**src/rtl/sensor_pkg.sv**
```systemverilog
// Shared constants, state type and helpers for the seven-sensor voting blocks.
package sensor_pkg;
  localparam int NUM_SENSORS = 7;
  localparam int CNT_W       = 3;

  typedef enum logic [1:0] {
    IDLE    = 2'd0,
    MONITOR = 2'd1,
    PENDING = 2'd2,
    ALARM   = 2'd3
  } sv_state_t;

  function automatic logic [7:0] sat_inc8(input logic [7:0] v);
    return (v == 8'hFF) ? v : v + 8'd1;
  endfunction
endpackage

```
**src/rtl/sensor_popcount7.sv**
```systemverilog
// Combinational 7-bit population count, shared by the sensor blocks.
module sensor_popcount7
  import sensor_pkg::*;
(
  input  logic [NUM_SENSORS-1:0] vec,
  output logic [CNT_W-1:0]       cnt
);
  always_comb begin
    cnt = '0;
    for (int i = 0; i < NUM_SENSORS; i++) cnt = cnt + CNT_W'(vec[i]);
  end
endmodule

```
**src/rtl/sensor_vote_controller.sv**
```systemverilog
// Seven-sensor vote controller: sync, prescaled sampling, confirm/alarm/hold-off FSM.
// Optional build macro SENSOR_MASK_EN adds a per-sensor ignore mask input.
module sensor_vote_controller
  import sensor_pkg::*;
#(
  parameter int SAMPLE_DIV = 4,
  parameter int THRESHOLD  = 6,
  parameter int CONFIRM    = 3,
  parameter int HOLDOFF    = 8
) (
  input  logic                   clk,
  input  logic                   rst_n,
  input  logic                   enable,
  input  logic [NUM_SENSORS-1:0] sensor_in,
  input  logic                   ack,
`ifdef SENSOR_MASK_EN
  input  logic [NUM_SENSORS-1:0] mask,
`endif
  output logic                   f,
  output logic                   alarm,
  output logic [CNT_W-1:0]       count,
  output logic [1:0]             state_o,
  output logic [7:0]             alarm_total
);
  localparam int PRE_W = (SAMPLE_DIV > 1) ? $clog2(SAMPLE_DIV) : 1;
  localparam logic [PRE_W-1:0] PRE_LAST  = PRE_W'(SAMPLE_DIV - 1);
  localparam logic [CNT_W-1:0] THR_L     = CNT_W'(THRESHOLD);
  localparam logic [3:0]       CONFIRM_L = 4'(CONFIRM);
  localparam logic [7:0]       HOLDOFF_L = 8'(HOLDOFF);

  logic [NUM_SENSORS-1:0] s_meta, s, vote_vec;
  logic [PRE_W-1:0]       pre;
  logic [CNT_W-1:0]       pc;
  logic [3:0]             run;
  logic [7:0]             hold_cnt;
  logic                   tick, hit;
  sv_state_t              state;

  always_ff @(posedge clk or negedge rst_n) begin
    if (!rst_n) begin
      s_meta <= '0;
      s      <= '0;
    end else begin
      s_meta <= sensor_in;
      s      <= s_meta;
    end
  end

  assign tick = enable && (pre == PRE_LAST);

  always_ff @(posedge clk or negedge rst_n) begin
    if (!rst_n)               pre <= '0;
    else if (!enable || tick) pre <= '0;
    else                      pre <= pre + PRE_W'(1);
  end

`ifdef SENSOR_MASK_EN
  assign vote_vec = s & ~mask;
`else
  assign vote_vec = s;
`endif

  sensor_popcount7 u_popcount (
    .vec (vote_vec),
    .cnt (pc)
  );

  assign hit = (pc >= THR_L);

  // count/f keep sampling in every state, including ALARM
  always_ff @(posedge clk or negedge rst_n) begin
    if (!rst_n) begin
      count <= '0;
      f     <= 1'b1;
    end else if (tick) begin
      count <= pc;
      f     <= !hit;
    end
  end

  always_ff @(posedge clk or negedge rst_n) begin
    if (!rst_n) begin
      state       <= IDLE;
      alarm       <= 1'b0;
      run         <= '0;
      hold_cnt    <= '0;
      alarm_total <= '0;
    end else if (!enable) begin
      state    <= IDLE;
      alarm    <= 1'b0;
      run      <= '0;
      hold_cnt <= '0;
    end else begin
      case (state)
        IDLE: state <= MONITOR;
        MONITOR: begin
          if (tick) begin
            if (hold_cnt != 8'd0) begin
              hold_cnt <= hold_cnt - 8'd1;
            end else if (hit) begin
              if (CONFIRM == 1) begin
                state       <= ALARM;
                alarm       <= 1'b1;
                alarm_total <= sat_inc8(alarm_total);
              end else begin
                state <= PENDING;
                run   <= 4'd1;
              end
            end
          end
        end
        PENDING: begin
          if (tick) begin
            if (!hit) begin
              state <= MONITOR;
              run   <= '0;
            end else if (run + 4'd1 == CONFIRM_L) begin
              state       <= ALARM;
              run         <= '0;
              alarm       <= 1'b1;
              alarm_total <= sat_inc8(alarm_total);
            end else begin
              run <= run + 4'd1;
            end
          end
        end
        ALARM: begin
          if (ack) begin
            state    <= MONITOR;
            alarm    <= 1'b0;
            hold_cnt <= HOLDOFF_L;
          end
        end
        default: state <= IDLE;
      endcase
    end
  end

  assign state_o = state;
endmodule

```
**config.mk**
```make
export PLATFORM = sky130hd
export DESIGN_NAME = sensor_vote_controller
export DESIGN_NICKNAME = d
export VERILOG_FILES = /design/src/rtl/sensor_pkg.sv /design/src/rtl/sensor_popcount7.sv /design/src/rtl/sensor_vote_controller.sv
export SDC_FILE = /design/constraint.sdc
export NUM_CORES = 1
export LEC_CHECK = 0
export CAP_MARGIN = 0
export CORE_MARGIN = 5
export CORE_UTILIZATION = 45
export CTS_BUF_LIST = sky130_fd_sc_hd__clkbuf_4
export DETAILED_ROUTE_END_ITERATION = 8
export PLACE_DENSITY = 0.68
export SLEW_MARGIN = 20
export SYNTH_ARGS = -nofsm -noshare
export SYNTH_HDL_FRONTEND = slang
export SYNTH_HIERARCHICAL = 1
export SYNTH_SLANG_ARGS = --single-unit
```
**constraint.sdc**
```tcl
create_clock -name clk -period 9.1 [get_ports clk]
set_clock_uncertainty 0.1 [all_clocks]
set_input_delay 1.365 -clock clk [delete_from_list [all_inputs] [get_ports clk]]
set_output_delay 1.365 -clock clk [all_outputs]
set_load 0.01 [all_outputs]
```
# Word level (Yosys, flattened, before mapping)
# Cells that the tools add are included.
[totals]
wordCells = 80
ff_bits = 43
input_bits = 11
output_inout_bits = 15
[classes]
muxes = 29
eq_ne = 18
order_cmp = 1
bitwise_logic = 1
add_sub_neg = 10
n_reduce_logical = 11
[op_table]
columns = ["cell", "count"]
rows = [
  ["8-bit 2-to-1 mux", 4],
  ["4-bit 2-to-1 mux", 7],
  ["3-bit inequality test, second input constant", 8],
  ["2-bit 2-to-1 mux", 9],
  ["8-bit one-hot mux with 2 select lines", 1],
  ["3-bit by 1-bit adder with 3-bit output", 5],
  ["6-bit AND reduction", 2],
  ["5-bit AND reduction", 2],
  ["3-bit by 1-bit inequality test with 1-bit output, second input constant", 3],
  ["8-bit by 1-bit adder with 8-bit output, second input constant", 1],
  ["8-bit == test, second input constant", 1],
  ["2-bit one-hot mux with 4 select lines", 1],
  ["4-bit one-hot mux with 2 select lines", 1],
  ["8-bit nonzero test", 1],
  ["8-bit by 1-bit subtractor with 8-bit output, second input constant", 1],
  ["2-bit == test, second input constant", 3],
  ["1-bit 2-to-1 mux", 5],
  ["4-bit by 1-bit adder with 4-bit output, second input constant", 1],
  ["4-bit by 2-bit == test with 1-bit output, second input constant", 1],
  ["4-bit inequality test, second input constant", 1],
  ["4-bit AND reduction", 1],
  ["3-bit greater-or-equal comparator, second input constant", 1],
  ["1-bit by 1-bit adder with 2-bit output", 1],
  ["2-bit by 1-bit adder with 2-bit output, second input constant", 1],
  ["other kinds (7)", 8],
]

# Longest topological paths before layout
[logic_depth]
word_depth = 12
ltp_mapped = 14
mapped_depth_nobuf = 13

# Cells and area by module
# The synthesis kept the hierarchy.
[by_module_without_submodules]
columns = ["mod", "seq_area_each_um2", "area_each_um2", "n_inst", "cells_per_inst"]
rows = [
  ["sensor_vote_controller", 1077.3, 2010.7, 1, 179],
  ["sensor_popcount7", 0.0, 132.6, 1, 14],
]

# Least setup slack after synthesis
# No wires, ideal clock.
[synth_timing]
kind = "register to register"
from = "reg s[2]"
to = "reg alarm_total[7]"
t_required_ps = 8921
setup_slack_ps = 5542
path_buffers = 1
stages_incl_launch_ff = 15
synth_period_minus_slack_ps = 3558
arrival_ps = 3379
cell_sequence = "dfrtp_1 -> fa_1 -> inv_1 -> fa_1 -> inv_1 -> ha_1 -> inv_1 -> fa_1 -> xnor2_1 -> and2_1 -> clkbuf_1 -> and3_1 -> nand4_4 -> nor4_4 -> xor2_1"
[synth_via]
elab_chain_cells = 7
[synth_lines]
columns = ["element", "line_no", "text"]
rows = [
  ["start: declaration", "sensor_vote_controller.sv:31", "logic [NUM_SENSORS-1:0] s_meta, s, vote_vec;"],
  ["start signal: assignment", "sensor_vote_controller.sv:45", "s <= s_meta;"],
  ["3-bit by 1-bit adder with 3-bit output (5 in a row)", "sensor_popcount7.sv:10", "for (int i = 0; i < NUM_SENSORS; i++) cnt = cnt + CNT_W'(vec[i]);"],
  ["named net pc[2]", "sensor_vote_controller.sv:33", "logic [CNT_W-1:0] pc;"],
  ["3-bit greater-or-equal comparator", "sensor_vote_controller.sv:68", "assign hit = (pc >= THR_L);"],
  ["6-bit AND reduction (no line)", "-", ""],
  ["end signal: assignment", "sensor_vote_controller.sv:104", "alarm_total <= sat_inc8(alarm_total);"],
  ["end signal: assignment", "sensor_vote_controller.sv:121", "alarm_total <= sat_inc8(alarm_total);"],
  ["end: declaration", "sensor_vote_controller.sv:23", "output logic [7:0] alarm_total"],
]
# The timed path passes the listed nets, and every way through them passes these cells.
# A chain may end at the register's enable or synchronous reset.

# Worst setup path in the final report
[layout_timing]
from = "reg s[2]"
to = "reg alarm_total[5]"
# Same word-level chain as after synthesis.

==> metrics <==
fin crit period 3.71 ns; H-tree Lvls 2; Setup crit start s[2]$_DFF_PN0_; Clock Latency Late Sink 0.36 ns; mapped cell area 2140 um2; total wire length 3710 um; RR Startpoint s[2]$_DFF_PN0_; Syn Area/Cell 11.1 um2; Final Cycle Share 0.408; Achievable Freq 269 MHz; status finished clean; CP Capture Type flop; PostCTS Resize Cnt 0; commonest non-fill, non-tap cell in the layout dfrtp_1; Inserted Diodes 0; routed vias 1465; Max-Cap Viols 0; CTS Hold Bufs 0; Leak 1.13 nW; Seq/Total Area, Yosys 0.503; clock sink count 43; CP Cell Sequence fa_1, inv_1, fa_1, inv_1, ha_1, inv_1, fa_1, xnor2_1, and2_1, and3_1, nand4_4, nor3_1, xor2_1; Seq cells post-synth 43; post-synth cell types 43; Remaining Overflow, GRT 0; layout cells sized above 1 0.0987; most frequent cells in the layout 42 x dfrtp_1, 24 x clkdlybuf4s50_1, 17 x nand2_1; Avg Vias per Cell 5.29; Arr. time, crit path 3.91 ns; Crit Path Class flop to flop; drt drc 0; Detail Route Antenna Nets 0; CTS tree yes; fillers 412; Starting DRT DRC Count 104; first-pass GRT wire length 6690 um; final setup fails 0; TritonCTS Buffers 5; FF+latch area 1080 um2; Final Hold Viols 0; ys flop type dfrtp_1; Starting Density 0.460; Async S/R FF share, synth 1.00; Power, Total 0.443 mW; critical path's largest stage delay 0.53 ns; Port Buf Inserts 25; # rows 25; IO Pins 26; DP HPWL 2720 um; Setup Fix Bufs, Post-CTS 0; Worst Path Max Fanout 8; largest net degree at the start of global routing 44; max-slew violation count 0; area grow syn2layout 16.7%; Critical Path RT 9.29 ns; share of the synthesized area in the top cell type 0.490; DR WL/cell 13.4 um; Clock Tree Root clkbuf_4; Hold WC Path Type flop to flop; Place WS 5.40 ns; final core occ 0.537; area of the multi-input gates 993 um2; die area 6240 um2; final instance area 2500 um2; largest area contributor in the netlist dfrtp_1; CP startpoint kind flop; number of global-route vias before repair 1471; Slew @ Worst Pin 0.931 ns; final worst slack 5.39 ns; placed cell areas 2440 um2; peak supply drop 0.0000740 V; Synth area leaders dfrtp_1 49%, ha_1 7.6%, o21ai_0 3.0%; Die Wd 79.0 um; GPL Wtd Cong 0.791; synthesized instance count 193; RSZ-0062 raised after global routing false; pwr dens 177 nW/um2; Core ar. 4660 um2; clock-pin slew on the worst setup and hold paths 0.13 ns; TritonRoute pass-1 iters 4; die height 79.0 um; worst hold start s_meta[6]$_DFF_PN0_; synthesized net count 220; max_slew headroom 0.380; number of flops mapped to enable cells by yosys 0; fin nets 249; initial antenna violation count 0; Max clock buf depth 2; setup TNS 0 ns; yosys warns 6; gr usage total 0.134; Slowest-stage cell, CP fa_1
[metrics by stage]
stage	hold WS [ns]	std cells
after floorplan	0.231	193
after CTS	0.264	277
after detailed placement	0.235	269
after global placement	0.234	269
after global routing	0.282	277
final	0.262	277
[cell type report]
| class | instances | share of cell area |
|---|---|---|
| sequential | 43 | 0.431 |
| clock buffer | 5 | 0.0150 |
| timing repair buffer | 25 | 0.0980 |
| multi-input combinational | 131 | 0.397 |
| tap | 54 | 0.0270 |
| inverter | 16 | 0.0240 |
| clock inverter | 3 | 0.00800 |
[cells in the mapped netlist (2+ instances only)]
| cell | instances |
|---|---|
| nand2b_1 | 2 |
| and3_1 | 2 |
| mux2_2 | 4 |
| nand3_1 | 10 |
| a31oi_1 | 2 |
| o41ai_1 | 3 |
| nand3b_1 | 4 |
| o31ai_1 | 2 |
| clkbuf_1 | 2 |
| nand2_1 | 17 |
| or4_1 | 2 |
| mux2i_1 | 2 |
| xor2_1 | 4 |
| inv_1 | 16 |
| o21ai_0 | 13 |
| fa_1 | 3 |
| a21oi_1 | 3 |
| or3_1 | 2 |
| xnor2_1 | 4 |
| nand4b_1 | 2 |
| ha_1 | 13 |
| nor2b_1 | 2 |
| nor3_1 | 5 |
| nor2_1 | 14 |
| dfrtp_1 | 42 |
[logic make-up after synthesis]
logic type                 count (synthesis)  share of synthesized area
and+or+nand+nor                           71                      0.193
muxes                                      6                     0.0304
xor gates and xnor gates                   8                     0.0327
AOI/OAI and AO/OA                         30                      0.104
DFF                                       43                      0.503
buffers and inverters                     19                     0.0339
adders and majority gates                 16                      0.104
[sequential cells by signal (all words and copies together) (netlist names)]
signal       count
alarm            1
alarm_total      8
count            3
f                1
hold_cnt         8
pre              2
run              4
s                7
s_meta           7
state_o          2
[power breakdown]
group	internal (mW)	switching, mW	leakage (nW)
clock network	0.0295	0.0634	0.0272
logic	0.0613	0.0626	0.562
registers	0.212	0.0141	0.541
[per-layer routing]
layer | vias to the layer above | wire [um] | global-route usage
met5 | - | 0 | 0
met4 | 0 | 85 | 0.0704
met3 | 8 | 101 | 0.0238
met2 | 23 | 1760 | 0.210
met1 | 707 | 1760 | 0.177
li1 | 727 | - | -
[critical path, delay by kind of cell (launching register included)]
family | cells | cell delay, ns
simple gates | 4 | 1.14
buf+inv | 3 | 0.16
flops | 1 | 0.40
fa+ha+maj | 4 | 1.47
xor+xnor | 2 | 0.37
[worst paths after layout]
check	cells after the start	end	slack, ns
hold / removal	0	s[6]$_DFF_PN0_	0.26
max in group asynchronous	1	s_meta[3]$_DFF_PN0_	7.29
setup / recovery	13	alarm_total[5]$_DFFE_PN0P_	5.39
setup reg to reg	13	alarm_total[5]$_DFFE_PN0P_	5.39
min in group asynchronous	1	state_o[0]$_DFFE_PN0P_	1.02
hold reg to reg	0	s[6]$_DFF_PN0_	0.26
No activity file was read; power rests on OpenSTA's default activity.
==> variant: new RTL, same settings <==
Register the input `sensor_in` before use, without a reset. The logic sees it one clock later. The other inputs are not delayed to match.
--- a/src/rtl/sensor_vote_controller.sv
+++ b/src/rtl/sensor_vote_controller.sv
@@ -28,6 +28,12 @@
   localparam logic [3:0]       CONFIRM_L = 4'(CONFIRM);
   localparam logic [7:0]       HOLDOFF_L = 8'(HOLDOFF);
 
+  logic [NUM_SENSORS-1:0] sensor_q;
+
+  always_ff @(posedge clk) begin
+    sensor_q <= sensor_in;
+  end
+
   logic [NUM_SENSORS-1:0] s_meta, s, vote_vec;
   logic [PRE_W-1:0]       pre;
   logic [CNT_W-1:0]       pc;
@@ -41,7 +47,7 @@
       s_meta <= '0;
       s      <= '0;
     end else begin
-      s_meta <= sensor_in;
+      s_meta <= sensor_q;
       s      <= s_meta;
     end
   end
Behaviour: not the same (a bounded check fails within 10 cycles, from zero or initial values and one cycle with rst_n low).
==> variant against the original RTL <==
  * Worst hold slack lost 28 ps
  * Via count rose by 3.2%
  * Wire length up 4.5%
  * Sequential cell count up 7
  * Worst setup slack gained 120 ps
  * Global-route usage is 0.34 points higher
  * Synthesized area up 6.8%
  * Design area grew 8.1%
  * Core utilization up 0.28 points
  * Sequential share of layout area up 2.0 points
  * Total power is 33% higher
  * Maximum frequency increased by 3.4%
  * Critical path type unchanged
  * Critical endpoint is now alarm_total[1]
  * Largest power group unchanged
==> variant: results (changes against the original RTL) <==
| Metric | Value |
|---|---|
| Clk slew on worst S/H paths | 150 ps (was 130 ps) |
| Routed WL per cell | 13.3 um (was 13.4 um) |
| Crit path DAT | 3750 ps (was 3910 ps) |
| Iter 0 DRT Violations | 87 (was 104) |
| Outcome | finished, final reports clean (unchanged) |
| Cell-internal power | 400 uW (was 303 uW) |
| Clock buffer depth | 2 (unchanged) |
| CTS buffer count | 5 (unchanged) |
| Sequential fraction of the synthesis area | 0.532 (was 0.503) |
| # nets final | 246 (was 249) |
| Worst Path Max Fanout | 8 (unchanged) |
| Post-synth top cells | dfrtp_1 (42), inv_1 (15), nand2_1 (13) (was dfrtp_1 (42), nand2_1 (17), inv_1 (16)) |
| Worst VDD drop | 0.0995 mV (was 0.0740 mV) |
| Vias in the first global route | 1531 (was 1471) |
| Fillcell total | 442 (was 412) |
| Placed Area | 0.00262 mm^2 (was 0.00244 mm^2) |
| Hold crit path type | reg -> reg (unchanged) |
| Vias per cell | 5.18 (was 5.29) |
| Syn_nets | 215 (was 220) |
| Global-route wire length before repair | 7070 um (was 6690 um) |
| Largest net degree at the start of global routing | 44 (unchanged) |
| Later-pin clock latency in the skew report | 370 ps |
| GRT Total Usage | 0.137 (was 0.134) |
| Post-cts sizing count | 0 (unchanged) |
| Yosys cell types | 47 (was 43) |
| Dpl hpwl | 2790 um (was 2720 um) |
| Share of layout cells above drive strength 1 | 0.131 (was 0.0987) |
| # DRC | 0 (unchanged) |
| Slew HR | 0.378 (was 0.380) |
| Largest cells by area after synthesis | dfrtp_1 (46%), dfxtp_1 (6.1%), ha_1 (5.5%) (was dfrtp_1 (49%), ha_1 (7.6%), o21ai_0 (3.0%)) |
| N_diodes | 0 (unchanged) |
| P_leak | 0.00120 uW (was 0.00113 uW) |
| Synth async-reset ratio | 0.860 (was 1.00) |
| Drt first pass iters | 4 (unchanged) |
| Gp weighted congestion | 0.802 (was 0.791) |
| Initial antenna violation count | 0 (unchanged) |
[variant: cell types whose count changed in the layout (fill, tap and decap cells not counted), moves of 3 or more]
cell | unedited run | this run
and3_1 | 2 | 5
nor2_1 | 14 | 6
o41ai_1 | 3 | 0
xor2_1 | 4 | 1
nand2_1 | 17 | 13
ha_1 | 13 | 10
nand3_1 | 10 | 4
dfxtp_1 | 0 | 7
nand4_1 | 0 | 6
[variant: final timing paths]
path / from / to / depth (start not counted) / slack (ps)
min in group asynchronous: rst_n / pre[0] / 1 / 1030
max in group asynchronous: rst_n / s_meta[3] / 1 / 7300
max reg2reg: s[0] / alarm_total[1] / 9 / 5510
min: sensor_q[2] / s_meta[2] / 0 / 230
max: s[0] / alarm_total[1] / 9 / 5510
min reg2reg: sensor_q[2] / s_meta[2] / 0 / 230
[variant: layer usage]
metal	global-route usage	vias to the layer above	wire, um
met5	0	-	0
met4	0.0456	0	45
met3	0.0310	4	156
met2	0.215	32	1820
met1	0.188	750	1860
li1	-	726	-
[variant: power groups by stage]
| stage | clock network [uW] | logic, uW | registers (uW) |
|---|---|---|---|
| finish | 131 | 174 | 283 |
| global route | 144 | 198 | 288 |
| CTS | 136 | 176 | 283 |
| detailed placement | 0 | 176 | 287 |
| global placement | 0 | 173 | 287 |
| floorplan | 0 | 115 | 288 |
[variant: final cells by class]
class | count | area [um^2] | share of cell area
Clock buffer | 6 | 45.0 | 0.0167
Clock inverter | 2 | 38.8 | 0.0144
Inverter | 15 | 56.3 | 0.0208
Multi-Input combinational cell | 124 | 1010 | 0.375
Sequential cell | 50 | 1220 | 0.450
Tap cell | 70 | 87.6 | 0.0324
Timing Repair Buffer | 25 | 245 | 0.0907
[variant: through the flow]
step,util,worst slack [ps],power (uW),instances,hold WS (ps)
after detailed placement,0.523,5530,463,284,221
after global placement,0.523,5580,459,284,219
after CTS,0.539,5500,595,292,239
after global routing,0.539,5370,630,292,249
after floorplan,-,5750,403,190,216
final,0.539,5510,588,292,233
[variant: critical path, cell delays in order, from the launching register on]
cell and delay, ps:
dfrtp_1 360, inv_1 50, fa_1 480, fa_1 490, inv_1 50, fa_1 370, fa_1 570, nand4_1 240
nor3_4 400, mux2_2 380
[variant: kinds of logic (layout without fill, tap and decap cells)]
| kind of cell | after synthesis | in the layout | synth area share |
|---|---|---|---|
| buffers and inverters | 16 | 48 | 0.0262 |
| xor gates and xnor gates | 7 | 7 | 0.0268 |
| AOI/OAI and AO/OA | 34 | 34 | 0.119 |
| adders and majority gates | 14 | 14 | 0.0896 |
| DFF | 50 | 50 | 0.532 |
| and+or+nand+nor | 59 | 59 | 0.159 |
| muxes | 10 | 10 | 0.0475 |
